==> src/rtl/uart_tx_mmio_if.sv <==
// ============================================================================
// Module      : uart_tx_mmio_if
// Description : CPU/RAM-style byte bus as seen by the memory-mapped UART TX.
// Revision    : 1.0 - initial release
// ============================================================================
`default_nettype none

interface uart_tx_mmio_if;
    logic [15:0] addr;
    logic [7:0]  di;
    logic        we;
    logic [7:0]  dout;      // the CPU-side "do" bus; do is a reserved word
    logic        rd_valid;

    modport master (
        output addr,
        output di,
        output we,
        input  dout,
        input  rd_valid
    );

    modport slave (
        input  addr,
        input  di,
        input  we,
        output dout,
        output rd_valid
    );
endinterface

`default_nettype wire

==> src/rtl/uart_tx_mmio.sv <==
// ============================================================================
// Module      : uart_tx_mmio
// Description : Memory-mapped 8N1 UART transmitter with a byte TX FIFO.
// Revision    : 1.0 - initial release
// ============================================================================
`default_nettype none

module uart_tx_mmio #(
    parameter logic [15:0] BASE_ADDR  = 16'hFF00,
    parameter int          CLK_DIV    = 16,
    parameter int          FIFO_DEPTH = 8
) (
    input  logic          clk,
    input  logic          rst,
    uart_tx_mmio_if.slave bus,
    output logic          tx_o,
    output logic          irq_o
);

    localparam int PW = $clog2(FIFO_DEPTH);
    localparam int CW = PW + 1;
    localparam int DW = $clog2(CLK_DIV);

    localparam logic [DW-1:0] c_DIV_LAST = DW'(CLK_DIV - 1);
    localparam logic [CW-1:0] c_CNT_FULL = CW'(FIFO_DEPTH);

    localparam logic [1:0] c_ST_IDLE  = 2'd0;
    localparam logic [1:0] c_ST_START = 2'd1;
    localparam logic [1:0] c_ST_DATA  = 2'd2;
    localparam logic [1:0] c_ST_STOP  = 2'd3;

    localparam logic [1:0] c_REG_TXDATA = 2'd0;
    localparam logic [1:0] c_REG_STATUS = 2'd1;
    localparam logic [1:0] c_REG_COUNT  = 2'd2;

    logic [7:0]    mem_q [FIFO_DEPTH];
    logic [PW-1:0] wr_ptr_q, wr_ptr_d;
    logic [PW-1:0] rd_ptr_q, rd_ptr_d;
    logic [CW-1:0] count_q, count_d;
    logic          overflow_q, overflow_d;
    logic [1:0]    state_q, state_d;
    logic [DW-1:0] div_q, div_d;
    logic [2:0]    bit_q, bit_d;
    logic [7:0]    shift_q, shift_d;
    logic          tx_q, tx_d;
    logic          irq_q, irq_d;
    logic [7:0]    dout_q, dout_d;
    logic          rd_valid_q, rd_valid_d;

    logic          w_hit;
    logic          w_rd;
    logic          w_push;
    logic          w_push_ok;
    logic          w_pop;
    logic          w_full;
    logic          w_empty;
    logic          w_busy;
    logic          w_status_rd;
    logic [7:0]    w_rd_data;
    logic [7:0]    w_head;

    always_comb begin
        w_hit       = (bus.addr[15:2] == BASE_ADDR[15:2]);
        w_rd        = w_hit & ~bus.we;
        w_full      = (count_q == c_CNT_FULL);
        w_empty     = (count_q == '0);
        w_busy      = (state_q != c_ST_IDLE);
        w_push      = w_hit & bus.we & (bus.addr[1:0] == c_REG_TXDATA);
        w_push_ok   = w_push & ~w_full;
        w_status_rd = w_rd & (bus.addr[1:0] == c_REG_STATUS);
        w_head      = mem_q[rd_ptr_q];
    end

    // Register read mux; status reports pre-edge flags.
    always_comb begin
        w_rd_data = 8'h00;
        case (bus.addr[1:0])
            c_REG_STATUS: w_rd_data = {4'b0000, overflow_q, w_busy, w_empty, w_full};
            c_REG_COUNT:  w_rd_data = 8'(count_q);
            default:      w_rd_data = 8'h00;
        endcase
        dout_d     = w_rd ? w_rd_data : dout_q;
        rd_valid_d = w_rd;
    end

    // Serialiser FSM; a pop is requested from IDLE or at the end of STOP.
    always_comb begin
        state_d = state_q;
        div_d   = div_q;
        bit_d   = bit_q;
        shift_d = shift_q;
        tx_d    = tx_q;
        w_pop   = 1'b0;
        case (state_q)
            c_ST_IDLE: begin
                tx_d = 1'b1;
                if (!w_empty) begin
                    w_pop   = 1'b1;
                    shift_d = w_head;
                    state_d = c_ST_START;
                    div_d   = '0;
                    tx_d    = 1'b0;
                end
            end
            c_ST_START: begin
                if (div_q == c_DIV_LAST) begin
                    state_d = c_ST_DATA;
                    div_d   = '0;
                    bit_d   = 3'd0;
                    tx_d    = shift_q[0];
                end else begin
                    div_d = div_q + 1'b1;
                end
            end
            c_ST_DATA: begin
                if (div_q == c_DIV_LAST) begin
                    div_d = '0;
                    if (bit_q == 3'd7) begin
                        state_d = c_ST_STOP;
                        tx_d    = 1'b1;
                    end else begin
                        bit_d   = bit_q + 1'b1;
                        shift_d = {1'b0, shift_q[7:1]};
                        tx_d    = shift_q[1];
                    end
                end else begin
                    div_d = div_q + 1'b1;
                end
            end
            default: begin
                if (div_q == c_DIV_LAST) begin
                    div_d = '0;
                    if (!w_empty) begin
                        w_pop   = 1'b1;
                        shift_d = w_head;
                        state_d = c_ST_START;
                        tx_d    = 1'b0;
                    end else begin
                        state_d = c_ST_IDLE;
                        tx_d    = 1'b1;
                    end
                end else begin
                    div_d = div_q + 1'b1;
                end
            end
        endcase
    end

    always_comb begin
        wr_ptr_d = w_push_ok ? wr_ptr_q + 1'b1 : wr_ptr_q;
        rd_ptr_d = w_pop ? rd_ptr_q + 1'b1 : rd_ptr_q;
        count_d  = count_q;
        case ({w_push_ok, w_pop})
            2'b10:   count_d = count_q + 1'b1;
            2'b01:   count_d = count_q - 1'b1;
            default: count_d = count_q;
        endcase
        // A fresh overflow in the same cycle as a STATUS read must survive the clear.
        overflow_d = (overflow_q & ~w_status_rd) | (w_push & w_full);
        irq_d      = (count_d == '0) & (state_d == c_ST_IDLE);
    end

    always_ff @(posedge clk) begin
        if (w_push_ok) begin
            mem_q[wr_ptr_q] <= bus.di;
        end
    end

    always_ff @(posedge clk) begin
        if (rst) begin
            wr_ptr_q   <= '0;
            rd_ptr_q   <= '0;
            count_q    <= '0;
            overflow_q <= 1'b0;
            state_q    <= c_ST_IDLE;
            div_q      <= '0;
            bit_q      <= 3'd0;
            shift_q    <= 8'h00;
            tx_q       <= 1'b1;
            irq_q      <= 1'b1;
            dout_q     <= 8'h00;
            rd_valid_q <= 1'b0;
        end else begin
            wr_ptr_q   <= wr_ptr_d;
            rd_ptr_q   <= rd_ptr_d;
            count_q    <= count_d;
            overflow_q <= overflow_d;
            state_q    <= state_d;
            div_q      <= div_d;
            bit_q      <= bit_d;
            shift_q    <= shift_d;
            tx_q       <= tx_d;
            irq_q      <= irq_d;
            dout_q     <= dout_d;
            rd_valid_q <= rd_valid_d;
        end
    end

    assign bus.dout     = dout_q;
    assign bus.rd_valid = rd_valid_q;
    assign tx_o         = tx_q;
    assign irq_o        = irq_q;

endmodule

`default_nettype wire
==> src/flat_wrapper.sv <==
// flat-port wrapper written by rule: the top's interface ports become plain ports
module uart_tx_mmio_flat 
#(
    parameter logic [15:0] BASE_ADDR  = 16'hFF00,
    parameter int          CLK_DIV    = 16,
    parameter int          FIFO_DEPTH = 8
)
  (clk, rst, tx_o, irq_o, bus_addr, bus_di, bus_we, bus_dout, bus_rd_valid);
  uart_tx_mmio_if bus_i ();
  input  logic clk;
  input  logic rst;
  output logic tx_o;
  output logic irq_o;
  input wire logic [$bits(bus_i.addr)-1:0] bus_addr;
  input wire logic [$bits(bus_i.di)-1:0] bus_di;
  input wire logic [$bits(bus_i.we)-1:0] bus_we;
  output wire logic [$bits(bus_i.dout)-1:0] bus_dout;
  output wire logic [$bits(bus_i.rd_valid)-1:0] bus_rd_valid;
  assign bus_i.addr = bus_addr;
  assign bus_i.di = bus_di;
  assign bus_i.we = bus_we;
  assign bus_dout = bus_i.dout;
  assign bus_rd_valid = bus_i.rd_valid;
  uart_tx_mmio #(.BASE_ADDR(BASE_ADDR), .CLK_DIV(CLK_DIV), .FIFO_DEPTH(FIFO_DEPTH)) u_core (.clk(clk), .rst(rst), .bus(bus_i), .tx_o(tx_o), .irq_o(irq_o));
endmodule
==> config.mk <==
export PLATFORM = sky130hd
export DESIGN_NAME = uart_tx_mmio_flat
export DESIGN_NICKNAME = d
export VERILOG_FILES = /design/src/rtl/uart_tx_mmio_if.sv /design/src/rtl/uart_tx_mmio.sv /design/src/flat_wrapper.sv
export SDC_FILE = /design/constraint.sdc
export NUM_CORES = 1
export LEC_CHECK = 0
export ABC_AREA = 1
export ABC_CLOCK_PERIOD_IN_PS = 2900
export CORE_UTILIZATION = 58
export CTS_CLUSTER_DIAMETER = 60
export DETAILED_ROUTE_END_ITERATION = 8
export HOLD_SLACK_MARGIN = 0.15
export PLACE_DENSITY = 0.78
export SYNTH_ARGS = -nofsm -noshare
export SYNTH_HDL_FRONTEND = slang
export SYNTH_SLANG_ARGS = --single-unit
==> constraint.sdc <==
create_clock -name clk -period 2.9 [get_ports clk]
set_input_delay 0.58 -clock clk [delete_from_list [all_inputs] [get_ports clk]]
set_output_delay 0.58 -clock clk [all_outputs]
set_load 0.005 [all_outputs]
==> impl_metrics.tcl <==
set metrics [dict create \
    p_seq_share_pct 46.9 \
    relSlewSlack_pct 62.6 \
    first_iter_violations 164 \
    wl_mm 8.97 \
    ys_ff_latch 102 \
    grt_pass1_wl_mm 14.9 \
    static-leakage-power_nw 2.12 \
    cts_sinks 102 \
    skew_ps 11.6 \
    max_freq_mhz 384 \
    finalHoldViolCount 0 \
    status "completed" \
    yosysMostFrequentCell "nand2_1" \
    clock-root-buffer "clkbuf_8" \
    ys_seq_area_share_pct 57.8 \
    synth_top_cell_by_area "edfxtp_1" \
    post-cts-setup-buffers 0 \
    io_buffers 33 \
    tightest_slew_ps 560 \
    start_kind "input port" \
    cap_violations 0 \
    start_util_pct 60.1 \
    cts_max_path_buffers 2 \
    pwr-share-clk_pct 23.1 \
    antennaDiodeCount 0 \
    dieArea_mm2 0.00836 \
    p_switching_mw 1.29 \
    end_kind "flip-flop" \
    utilization_pct 68.7 \
    antenna_left 0 \
    grt_util_met2_pct 40.5 \
    grt_remaining_overflow 0 \
    worstPathRequired_ps 3210 \
    whs_ps 471 \
    report.final.slew_viol_count 0 \
    arrival_ps 2920 \
    dr.pass1.iters 5 \
    gr-max-usage-layer "met2" \
    grt_pass1_vias 3293 \
    nNetsFinal 594 \
    ys_async_sr_fraction_pct 0 \
    fp.dieW_um 91.5 \
    dpl.hpwl_mm 6.32 \
    htreeDepth 3 \
    routedWlPerCell_um 13.6 \
    row_count 32 \
    power_mw 3.66 \
    drive_above_1_share_pct 9.52 \
    synth_ff_type "edfxtp_1" \
    syn_area_mm2 0.00464 \
    areaGrowthSynthToFinish_pct 14.3 \
    synth.distinct_cells 37 \
    ys_top_cells_by_area "edfxtp_1 (41%), dfxtp_1 (16%), nand2_1 (12%)" \
    power.density_mw_per_mm2 689 \
    crit_type "input port to flip-flop" \
    cts_tree "built" \
    swShare_pct 35.2 \
    power_frac_comb_pct 29.9 \
    synth.top_cell.area_share_pct 41.4 \
    grtUsageTotal_pct 23.0 \
    drt-vias-per-instance 5.26 \
    netlist_instances 511 \
    intPower_mw 2.37 \
    layout_min_cycle_time_ps 2610 \
    vias 3466 \
    synth_warnings 0 \
    ir_drop_v 0.000403 \
    ys_top_cells_by_count "nand2_1 (152), nand3_1 (66), edfxtp_1 (64)" \
    die_height_um 91.5 \
    core_mm2 0.00773 \
    grt_start_max_net_pins 34 \
    rsz0062_at_grt "false" \
    cts_made_buffers 9 \
    cts.reportedPaths.clkPinSlew_ps 100 \
    io_pins 38 \
    worstSkewPairLatency_ps 370 \
    cp_max_fo 5 \
    global_route.usage.met3_pct 5.44 \
    tns_ps 0 \
    min_path_type "flip-flop to flip-flop" \
    fill_cells 612 \
    syn_area_per_cell_um2 9.08 \
    grtUsageMet1_pct 27.5 \
    place.gp.congestion 0.852 \
    post-route-period-util_pct 89.9 \
    post-route-drc-count 0 \
    antenna_found_initial 0 \
    setup_viol 0 \
    synth-edff-count 64 \
]
## stage by stage
stage,area (µm²),cells,worst slack (ps)
global route,5310,659,7.63
CTS,5300,659,307
detailed placement,5110,643,-86.7
global placement,5110,643,38.3
finish,5310,659,293
floorplan,4650,514,513
## cell type report
| cell class | instances | area [µm²] | area share (%) |
|---|---|---|---|
| tap | 102 | 128 | 2.40 |
| timing repair buffer | 46 | 428 | 8.06 |
| clock buffer | 9 | 124 | 2.33 |
| multi-input combinational | 350 | 1720 | 32.4 |
| inverter | 43 | 161 | 3.04 |
| sequential | 102 | 2680 | 50.5 |
| clock inverter | 7 | 66.3 | 1.25 |
## metal layers
layer,routed length [µm],up-vias
li1,-,1774
met1,3930,1612
met2,4600,72
met3,351,8
met4,85,0
met5,0,-
## power by group through the flow
stage	clock, mW	combinational, mW	sequential [mW]
4_1_cts	0.858	1.09	1.71
3_3_place_gp	0	1.05	1.74
3_5_place_dp	0	1.08	1.75
5_1_grt	0.903	1.25	1.73
2_1_floorplan	0	0.839	1.73
6_report	0.845	1.09	1.72
## kinds of logic after synthesis
kind of cell	synth area share [%]
DFF	57.8
adders and majority gates	4.04
other	0.0808
xor gates and xnor gates	0.566
AOI/OAI and AO/OA	6.93
buffers and inverters	5.61
and+or+nand+nor	25.0
## cell usage in the layout, fill, tap and decap left out, types with 13 or more instances in the layout
| cell type | n |
|---|---|
| nand2_1 | 152 |
| nand3_1 | 66 |
| edfxtp_1 | 64 |
| nor2_1 | 45 |
| dfxtp_1 | 38 |
| inv_1 | 33 |
| clkdlybuf4s50_1 | 33 |
| a21oi_1 | 23 |
| ha_1 | 15 |
| buf_4 | 13 |
## final timing paths
check / from / endpoint / slack [ps] / depth (start not counted)
setup reg to reg: u_core.count_q[2] / u_core.irq_o / 340 / 17
hold reg to reg: u_core.shift_q[7] / u_core.shift_q[7] / 470 / 2
hold / removal: u_core.shift_q[7] / u_core.shift_q[7] / 470 / 2
setup / recovery: bus_addr[12] / u_core.irq_o / 290 / 18
## sequential cells by signal, indices dropped and copies added (netlist names), named ones only
register / flops
u_core.bit_q: 3
u_core.bus.dout: 4
u_core.bus.rd_valid: 1
u_core.count_q: 4
u_core.div_q: 4
u_core.irq_o: 1
u_core.mem_q: 64
u_core.overflow_q: 1
u_core.rd_ptr_q: 3
u_core.shift_q: 8
u_core.state_q: 2
u_core.tx_o: 1
u_core.wr_ptr_q: 3
## critical path, stage by stage
cell and delay, ps:
clkdlybuf4s50_1 470, nand2_1 50, nor2_1 90, nand2_1 60
nor2_1 180, nand3_1 130, ha_1 270, nand2_1 70
inv_1 50, nor2_1 130, ha_1 250, nand2_1 70
o21ai_0 100, nor2_1 110, nand3_1 80, nand2_1 70
nand3_1 70, a21oi_1 100
## repair_timing
item                       4_1_cts  5_1_grt
setup endpoints to repair        0        1
gates resized for setup          0        2
hold buffers                     0        0
No activity file was read; power rests on OpenSTA's default activity.
